===== config.mk =====
export PLATFORM = sky130hd
export DESIGN_NAME = register_file_flat
export DESIGN_NICKNAME = d
export VERILOG_FILES = /design/src/rtl/register_file_pkg.sv /design/src/rtl/register_file_if.sv /design/src/rtl/register_file_read_port.sv /design/src/rtl/register_file.sv /design/src/flat_wrapper.sv
export SDC_FILE = /design/constraint.sdc
export NUM_CORES = 1
export LEC_CHECK = 0
export CORE_ASPECT_RATIO = 0.5
export CORE_MARGIN = 2
export CORE_UTILIZATION = 55
export DETAILED_ROUTE_END_ITERATION = 10
export DONT_BUFFER_PORTS = 1
export PLACE_DENSITY = 0.67
export RECOVER_POWER = 50
export SLEW_MARGIN = 20
export SYNTH_ARGS = -nofsm -noshare
export SYNTH_HDL_FRONTEND = slang
export SYNTH_SLANG_ARGS = --single-unit

===== constraint.sdc =====
create_clock -name clock -period 3.3 [get_ports clock]
set_input_delay 0.66 -clock clock [delete_from_list [all_inputs] [get_ports clock]]
set_output_delay 0.66 -clock clock [all_outputs]
set_load 0.02 [all_outputs]

===== src/rtl/register_file_pkg.sv =====
// Shared widths, index/data types and the hardwired-zero index for the
// 24-bit CPU register file.
package regfile_pkg;

  localparam int DATA_W   = 24;
  localparam int ADDR_W   = 4;
  localparam int NUM_REGS = 2 ** ADDR_W;

  typedef logic [ADDR_W-1:0] reg_idx_t;
  typedef logic [DATA_W-1:0] reg_data_t;

  localparam reg_idx_t ZERO_REG = '0;

endpackage


===== src/rtl/register_file_if.sv =====
// Decode/writeback bus for the register file: two source read ports and one
// destination write port. The datapath is the master, the register file the slave.
interface register_file_if;
  import regfile_pkg::*;

  reg_idx_t  Rs;
  reg_idx_t  Rt;
  reg_idx_t  Rd;
  reg_data_t WriteD;
  logic      RegWrite;
  reg_data_t ReadR1;
  reg_data_t ReadR2;

  modport master (
    output Rs, Rt, Rd, WriteD, RegWrite,
    input  ReadR1, ReadR2
  );

  modport slave (
    input  Rs, Rt, Rd, WriteD, RegWrite,
    output ReadR1, ReadR2
  );

endinterface


===== src/rtl/register_file_read_port.sv =====
// Combinational read mux for one source operand.
// Build option: REGFILE_BYPASS_EN adds write-to-read forwarding so a value
// being written this cycle is visible before the committing edge.
module regfile_read_port
  import regfile_pkg::*;
(
  input  reg_data_t regs [NUM_REGS],
  input  reg_idx_t  addr,
  output reg_data_t data
`ifdef REGFILE_BYPASS_EN
  ,
  input  logic      wrEn,
  input  reg_idx_t  wrIdx,
  input  reg_data_t wrData
`endif
);

`ifdef REGFILE_BYPASS_EN
  // Select stored value, overridden by in-flight write data on an index hit
  always_comb begin
    data = regs[addr];
    if (wrEn && (wrIdx != ZERO_REG) && (addr == wrIdx)) begin
      data = wrData;
    end
  end
`else
  // Select stored value only
  always_comb begin
    data = regs[addr];
  end
`endif

endmodule


===== src/rtl/register_file.sv =====
// 16 x 24-bit register file: two combinational read ports, one synchronous
// write port, register 0 hardwired to zero, synchronous active-high reset.
// Build option: REGFILE_BYPASS_EN enables write-to-read forwarding in the
// read ports.
module register_file
  import regfile_pkg::*;
(
  input  logic            clock,
  input  logic            reset,
  register_file_if.slave  bus
);

  // Register 0 has no storage; it only exists as a constant in the read view.
  reg_data_t mem [1:NUM_REGS-1];
  reg_data_t regView [NUM_REGS];

  // Commit writeback data on the rising edge; reset wins over a write
  always_ff @(posedge clock) begin
    if (reset) begin
      for (int i = 1; i < NUM_REGS; i++) begin
        mem[i] <= '0;
      end
    end else if (bus.RegWrite && (bus.Rd != ZERO_REG)) begin
      mem[bus.Rd] <= bus.WriteD;
    end
  end

  // Present storage plus the hardwired zero register as one indexable array
  always_comb begin
    regView[0] = '0;
    for (int i = 1; i < NUM_REGS; i++) begin
      regView[i] = mem[i];
    end
  end

`ifdef REGFILE_BYPASS_EN
  logic fwdEn;

  // Forwarding is only legal when the write will actually commit
  always_comb begin
    fwdEn = bus.RegWrite && !reset;
  end
`endif

  regfile_read_port u_readRs (
    .regs   (regView),
    .addr   (bus.Rs),
    .data   (bus.ReadR1)
`ifdef REGFILE_BYPASS_EN
    ,
    .wrEn   (fwdEn),
    .wrIdx  (bus.Rd),
    .wrData (bus.WriteD)
`endif
  );

  regfile_read_port u_readRt (
    .regs   (regView),
    .addr   (bus.Rt),
    .data   (bus.ReadR2)
`ifdef REGFILE_BYPASS_EN
    ,
    .wrEn   (fwdEn),
    .wrIdx  (bus.Rd),
    .wrData (bus.WriteD)
`endif
  );

endmodule


===== src/flat_wrapper.sv =====
// flat-port wrapper written by rule: the top's interface ports become plain ports
module register_file_flat import regfile_pkg::*;
  (clock, reset, bus_Rs, bus_Rt, bus_Rd, bus_WriteD, bus_RegWrite, bus_ReadR1, bus_ReadR2);
  register_file_if bus_i ();
  input  logic clock;
  input  logic reset;
  input wire logic [$bits(bus_i.Rs)-1:0] bus_Rs;
  input wire logic [$bits(bus_i.Rt)-1:0] bus_Rt;
  input wire logic [$bits(bus_i.Rd)-1:0] bus_Rd;
  input wire logic [$bits(bus_i.WriteD)-1:0] bus_WriteD;
  input wire logic [$bits(bus_i.RegWrite)-1:0] bus_RegWrite;
  output wire logic [$bits(bus_i.ReadR1)-1:0] bus_ReadR1;
  output wire logic [$bits(bus_i.ReadR2)-1:0] bus_ReadR2;
  assign bus_i.Rs = bus_Rs;
  assign bus_i.Rt = bus_Rt;
  assign bus_i.Rd = bus_Rd;
  assign bus_i.WriteD = bus_WriteD;
  assign bus_i.RegWrite = bus_RegWrite;
  assign bus_ReadR1 = bus_i.ReadR1;
  assign bus_ReadR2 = bus_i.ReadR2;
  register_file u_core (.clock(clock), .reset(reset), .bus(bus_i));
endmodule

Yosys cells after proc, flatten, opt, wreduce, memory -nomap -nowiden

Memories as Yosys holds them, arrays and structs flattened.
Index checks and enable logic that the tools add are counted.

Bits in writable memories: 360
Memories kept: 1
Output and inout bits: 48
Flip-flop bits (word level): 0
Word-level logic and storage cells: 22

Memories:

| name       | depth | bits a word | rd ports | clocked after memory_dff | write ports | line                | RTL |
|---|---|---|---|---|---|---|---|
| u_core.mem | 15    | 24          | 15       | 0                        | 15          | register_file.sv:14 | `reg_data_t mem [1:NUM_REGS-1];` |

Bitwise gates (word level): 2
Muxes and demuxes: 14
Reductions and logical operators: 3
Magnitude comparators: 2

Operators by type and width:

| operator                                    | number |
|---|---|
| 24-bit binary-select mux with 4-bit select  | 2 |
| 24-bit two-way mux                          | 5 |
| 24-bit OR reduction                         | 1 |
| 5-bit >= comparator (second input constant) | 2 |
| 4-bit inverter with 5-bit output            | 2 |
| 1-bit two-way mux                           | 6 |
| 4-bit two-way mux                           | 1 |
| 4-bit nonzero test                          | 1 |
| 1-bit logical AND                           | 1 |

Logic depth before layout (Yosys ltp)

Gate-level depths: netlist of run 1.

Depth in word-level cells: 7
Mapped depth: 7

By module

A second synthesis of run 1 with hierarchy kept.

Cells, all modules: 1284
Area, all modules: 19235.9 um^2

By module, submodules not included:

| module            | cells an instance | area an instance (um^2) | sequential area each (um^2) | instances |
|---|---|---|---|---|
| register_file     | 874               | 13613.1                 | 10810.4                     | 1 |
| regfile_read_port | 205               | 2811.4                  | 0.0                         | 2 |

Least setup slack after synthesis of run 1

OpenSTA, ideal clock, no wires.

Path type: input port to output port
From: in bus_Rs[1]
To: out bus_ReadR1[0]
Arrival time: 2.215 ns
Slack: 0.425 ns
Cell stages on the path: 5
Required time: 2.640 ns
Path through: buf_2 -> buf_2 -> clkbuf_1 -> mux4_2 -> mux4_2

Word-level cells in the longest chain between the ends: 4

RTL lines:

| item                                                   | line                          | RTL |
|---|---|---|
| start: declaration                                     | flat_wrapper.sv:7             | `input wire logic [$bits(bus_i.Rs)-1:0] bus_Rs;` |
| 4-bit inverter with 5-bit output (implied by the code) | register_file_read_port.sv:29 | `data = regs[addr];` |
| 24-bit binary-select mux with 4-bit select             | register_file_read_port.sv:29 |  |
| 24-bit two-way mux (implied by the code) (2 in series) | register_file_read_port.sv:29 |  |
| end: declaration                                       | flat_wrapper.sv:12            | `output wire logic [$bits(bus_i.ReadR1)-1:0] bus_ReadR1;` |

No other way between the ends. The select of a mux whose other input is x is not followed.

Final worst setup path of run 1

From: in bus_Rs[1]
To: out bus_ReadR1[21]

Same word-level chain as after synthesis.

==> out/metrics.yaml, run 1 <==
fin_crit_sh_pct: 92.9
crit_path_end_kind: "primary output"
clockBufferDepth: 3
synth_common_cells: "360 x and2_1, 360 x edfxtp_1, 151 x mux4_2, 84 x clkbuf_1, 65 x mux2_2"
synthArstFlopShare_pct: 0
gp_congestion: 0.857
dieArea_um2: 36600
combPwrFrac_pct: 11.1
cts_setup_buffers: 0
avgViaCountPerCell: 6.79
maxCapViolations: 17
cts_hold_buffers: 0
synthSimpleGateAreaFrac_pct: 13.9
initial_core_util_pct: 55.8
netlist_instances: 1281
fmax_mhz: 326
dieHeight_um: 136
yosys_warnings: 0
power.density_nw_per_um2: 507
yosys.area_share.xor_xnor_pct: 0
slew-limit-headroom_pct: -43.7
p_seq_share_pct: 51.2
power_leakage_nw: 6.90
cp.arrival_ns: 2.41
numCtsBuffers: 35
cts_resized: 0
cp_slowest_stage_delay_ns: 0.79
grt_setup_unrepaired: "no"
synth.area.top_cells: "edfxtp_1 56%, mux4_2 18%, and2_1 12%"
antenna_found_initial: 2
final_util_pct: 60.5
fin_setup_tns_ns: 0
crit_type: "in -> out"
core_um2: 34500
place_inst: 1688
total_power_mw: 10.6
cts_tree: "done"
track_usage_pct: 32.4
top_register: "u_core.mem"
setup_viol: 0
finalNetCount: 1289
start_kind: "input port"
ir_drop_v: 0.000417
clk_pin_slew_ns: 0.07
internal_power_mw: 8.11
cts_root_buffer: "clkbuf_16"
area_delta_synth_final_pct: 8.39
path_cells: "nor2b_2 -> buf_4 -> a22o_1 -> mux4_2"
drive_gt1_share_pct: 25.3
hold_viol_final: 0
crit_slowest_cell: "nor2b_2"
synth_fa_ha_area_share_pct: 0
grt_pass1_vias: 12100
violations: "max-capacitance violations, max-slew violations"
drt_iter0_drc: 1659
port_buffers: 0
grt_max_degree: 115
ant_nets: 0
avgSynthCellArea_um2: 15.0
cp_max_fo: 97
synthFlopType: "edfxtp_1"
synth_cell_types: 32
p_switching_mw: 2.48
synth_compound_area_share_pct: 4.70
io-pin-count: 87
dpl.hpwl_um: 32400
slew_viol_final: 404
critPathRequiredTime_ns: 2.64
synth_area_um2: 19200
place_ws_ns: 0.323
dr.pass1.iters: 7
finalCriticalPeriod_ns: 3.07
layout.cells.non_filler: 1747
fp-row-count: 48
synth_top_family_by_area: "multiplexers"
critPathBufInv: 1
cts_max_level: 2
largest_register_ffs: 360
top_regs: "u_core.mem x360"
synth_nets: 1320
hp-class: "in -> reg"
cts_sinks: 360
tightest_slew_ns: 2.16
p_clk_share_pct: 37.6
grt_pass1_wl_um: 82800
status: "finished with violations"
cp_top_family: "simple AND/OR/NAND/NOR gates"
remaining_drc_errors: 0
synth.area.mux_share_pct: 22.4
vias: 11900
yosys.area.top_type_share_pct: 56.2
yosysTopAreaCell: "edfxtp_1"
ys_seq_elements: 360
routedWlPerCell_um: 33.0
wirelength_um: 57600
die_x_um: 269
p_sw_share_pct: 23.4
synth-edff-count: 360
synth_seq_area_share_pct: 56.2
grt.overflow.total: 0
worst_slack_ns: 0.233
-- cells in the final DEF, fill, tap and decap left out, types with 3 or more instances in the layout --
| cell type | n |
|---|---|
| edfxtp_1 | 360 |
| and2_1 | 189 |
| and2_0 | 171 |
| mux4_2 | 151 |
| mux2_2 | 65 |
| clkbuf_16 | 36 |
| nor2_1 | 34 |
| buf_4 | 32 |
| a22o_1 | 24 |
| a221oi_1 | 23 |
| clkbuf_1 | 22 |
| mux2i_1 | 18 |
| a21oi_1 | 17 |
| nand2_1 | 16 |
| nand3_1 | 9 |
| o221ai_1 | 9 |
| o22a_1 | 9 |
| or2_2 | 9 |
| a221o_1 | 8 |
| o211ai_1 | 8 |
| buf_12 | 8 |
| o21ai_0 | 6 |
| or2_0 | 6 |
| o221a_2 | 5 |
| clkinv_1 | 5 |
| nor2_2 | 4 |
| clkinv_2 | 4 |
| nand2b_1 | 3 |
| nor3_1 | 3 |
| bufinv_16 | 3 |
-- power groups by stage --
stage               Combinational, mW  Sequential, mW  Clock (mW)
global route                     1.22            5.45        4.19
global placement                 1.17            5.48           0
finish                           1.18            5.42        3.98
CTS                              1.18            5.42        4.00
floorplan                       0.962            5.46           0
detailed placement               1.18            5.51           0
-- per-stage QoR --
step / area, um^2 / hold WS (ns)
2_1_floorplan: 19200 / 0.858
3_3_place_gp: 19900 / 0.859
3_5_place_dp: 19900 / 0.862
4_1_cts: 21000 / 0.303
5_1_grt: 20900 / 0.303
6_report: 20900 / 0.319
-- logic make-up (layout without fill, tap and decap cells) --
| family | after synthesis | count (layout) |
|---|---|---|
| buffers and inverters | 125 | 115 |
| multiplexers | 234 | 234 |
| flip-flops | 360 | 360 |
| AO/OA/AOI/OAI | 112 | 112 |
| other | 0 | 1 |
| AND/OR/NAND/NOR | 450 | 450 |
-- layout make-up --
class,count,area [um^2]
Fill cell,2646,13600
Sequential cell,360,10800
Multi-Input combinational cell,796,7900
Clock buffer,43,927
Tap cell,475,594
Timing Repair Buffer,55,457
Clock inverter,15,163
Inverter,2,7.51
Antenna cell,1,2.50
-- layer usage --
layer / part of all wire (%) / vias to the layer above / GRT usage [%]
met3: 10 / 156 / 5.78
met2: 47 / 725 / 52.3
met1: 39 / 6118 / 44.5
met5: 0 / - / 0
li1: - / 4870 / -
met4: 4.1 / 0 / 12.5
-- worst paths after layout --
kind | start | cells after the start | slack, ns | endpoint
worst max-delay path | bus_Rs[1] | 4 | 0.23 | bus_ReadR1[21]
worst min-delay path | bus_WriteD[14] | 1 | 0.32 | u_core.mem[2][14]
No activity file was read; power rests on OpenSTA's default activity.
==> inputs of run 2 (changes only) <==
--- a/config.mk
+++ b/config.mk
@@ -8,6 +8,7 @@
 export CORE_ASPECT_RATIO = 0.5
 export CORE_MARGIN = 2
 export CORE_UTILIZATION = 55
+export CTS_BUF_LIST = sky130_fd_sc_hd__clkbuf_16
 export DETAILED_ROUTE_END_ITERATION = 10
 export DONT_BUFFER_PORTS = 1
 export PLACE_DENSITY = 0.67
@@ -15,4 +16,5 @@
 export SLEW_MARGIN = 20
 export SYNTH_ARGS = -nofsm -noshare
 export SYNTH_HDL_FRONTEND = slang
+export SYNTH_HIERARCHICAL = 1
 export SYNTH_SLANG_ARGS = --single-unit
==> out/metrics.yaml, run 2 <==
status: "finished with violations"
violations: "max-capacitance violations, max-slew violations"
cts_hold_buffers: 0
ir_drop_v: 0.000256
yosys.area.top_type_share_pct: 56.2
hold_viol_final: 0
slew_viol_final: 332
dieArea_um2: 36600
ant_nets: 0
cts_max_level: 2
synth_seq_area_share_pct: 56.2
port_buffers: 0
cp.arrival_ns: 3.00
fmax_mhz: 350
place_ws_ns: 0.781
hp-class: "in -> reg"
grt.overflow.total: 0
drt_iter0_drc: 1838
fin_crit_sh_pct: 86.6
power_leakage_nw: 6.28
core_um2: 34500
p_seq_share_pct: 51.9
grt_pass1_wl_um: 82000
synth_area_um2: 19200
numCtsBuffers: 35
power.density_nw_per_um2: 513
wirelength_um: 55500
crit_slowest_cell: "or4b_1"
largest_register_ffs: 360
most-common-layout-cells: "360 x edfxtp_1, 357 x nor3_1, 192 x mux4_2, 96 x a22oi_1"
avgViaCountPerCell: 7.24
grt_pass1_vias: 12900
crit_path_end_kind: "register"
dieHeight_um: 136
synth_most_common_cell: "edfxtp_1"
synthArstFlopShare_pct: 0
path_cells: "or4b_1 -> o21bai_4 -> clkbuf_1"
dpl.hpwl_um: 30000
top_register: "u_core/mem"
cp_max_fo: 30
yosys_warnings: 6
grt_setup_unrepaired: "no"
ys_seq_elements: 360
netlist_instances: 1284
p_sw_share_pct: 25.2
cts_tree: "done"
start_kind: "input port"
antenna_found_initial: 1
crit_type: "in -> reg"
drive_gt1_share_pct: 22.7
slew-limit-headroom_pct: -63.3
setup_viol: 0
dr.pass1.iters: 5
p_switching_mw: 2.64
layout_commonest_cell: "edfxtp_1"
track_usage_pct: 31.3
synth.area.top_cells: "edfxtp_1 56%, mux4_2 22%, nor3_1 8.1%"
avgSynthCellArea_um2: 15.0
cts_resized: 0
cts_root_buffer: "clkbuf_16"
fin_setup_tns_ns: 0
tightest_slew_ns: 2.45
finalNetCount: 1274
synth_cell_types: 22
maxCapViolations: 5
fp-row-count: 48
cts_setup_buffers: 0
yosysTopAreaCell: "edfxtp_1"
combPwrFrac_pct: 12.3
worst_slack_ns: 0.442
vias: 12600
remaining_drc_errors: 0
grt_max_degree: 97
finalCriticalPeriod_ns: 2.86
routedWlPerCell_um: 32.0
clockBufferDepth: 3
die_x_um: 268
internal_power_mw: 7.83
gp_congestion: 0.774
cts_sinks: 360
post-route-cell-area_um2: 20400
io-pin-count: 87
initial_core_util_pct: 55.8
critPathRequiredTime_ns: 3.44
dpl_cell_area_um2: 19800
cp_slowest_stage_delay_ns: 1.13
p_clk_share_pct: 35.8
area_delta_synth_final_pct: 6.12
clk_pin_slew_ns: 0.07
synth_common_cells: "360 x edfxtp_1, 310 x nor3_1, 192 x mux4_2, 104 x clkbuf_1, 96 x a22oi_1"
top_regs: "u_core/mem x360"
synthFlopType: "edfxtp_1"
synth-edff-count: 360
## run 2: changes by cell type after synthesis, moves of 20 or more
cell,before,now
inv_1,2,24
a221oi_1,23,0
mux2_2,65,0
buf_2,21,45
mux4_2,151,192
clkbuf_1,84,104
nor3_1,3,310
a22oi_1,0,96
a22o_1,24,0
nand2_1,16,49
nor3_2,0,50
nor2_1,38,2
and2_1,360,2
## run 2: logic make-up after synthesis
group / count (synthesis) / synth area share [%]
DFF: 360 / 56.2
other: 1 / 0.0195
muxes: 192 / 22.5
AOI/OAI and AO/OA: 111 / 4.33
and+or+nand+nor: 424 / 12.2
buffers and inverters: 196 / 4.78
## run 2: final timing paths
kind | from | endpoint | slack (ns) | cells past startpoint
hold / removal | reset | u_core/mem[14][20] | 0.55 | 1
setup / recovery | bus_Rd[3] | u_core/mem[3][4] | 0.44 | 3
## run 2: worst max-delay path: cells and delay by family
kind	cells	cell delay, ns
simple gates	1	1.13
buf+inv	1	0.86
compound gates	1	0.33
## run 2: per-layer routing
layer,global-route usage [%],part of all wire (%),vias up,wire length (um)
met5,0,0,-,0
met4,8.52,2.3,0,1290
met3,8.17,13,121,7220
met2,50.5,48,869,26700
met1,42.6,37,6490,20300
li1,-,-,5089,-
## run 2: metrics by stage
stage          std cells  hold slack, ns  total power, mW  util (%)
6_report            1735           0.550             10.5      59.2
4_1_cts             1734           0.486             10.5      60.4
3_3_place_gp        1673            1.04             6.78      57.4
5_1_grt             1735           0.539             10.8      59.2
2_1_floorplan       1331            1.01             6.53         -
3_5_place_dp        1673            1.04             6.82      57.4
## run 2: layout make-up
class                      count  area [um^2]
sequential                   360        10800
antenna                        1         2.50
inverter                      24         90.1
clock inverter                24          104
multi-input combinational    775         7610
tap                          475          594
clock buffer                  37          926
timing repair buffer          39          273
fill                        2680        14100
## run 2: power by group through the flow
stage / sequential, mW / clock, mW / combinational, mW
floorplan: 5.47 / 0 / 1.06
global placement: 5.49 / 0 / 1.29
detailed placement: 5.52 / 0 / 1.30
CTS: 5.43 / 3.78 / 1.31
global route: 5.46 / 3.97 / 1.34
finish: 5.43 / 3.75 / 1.29
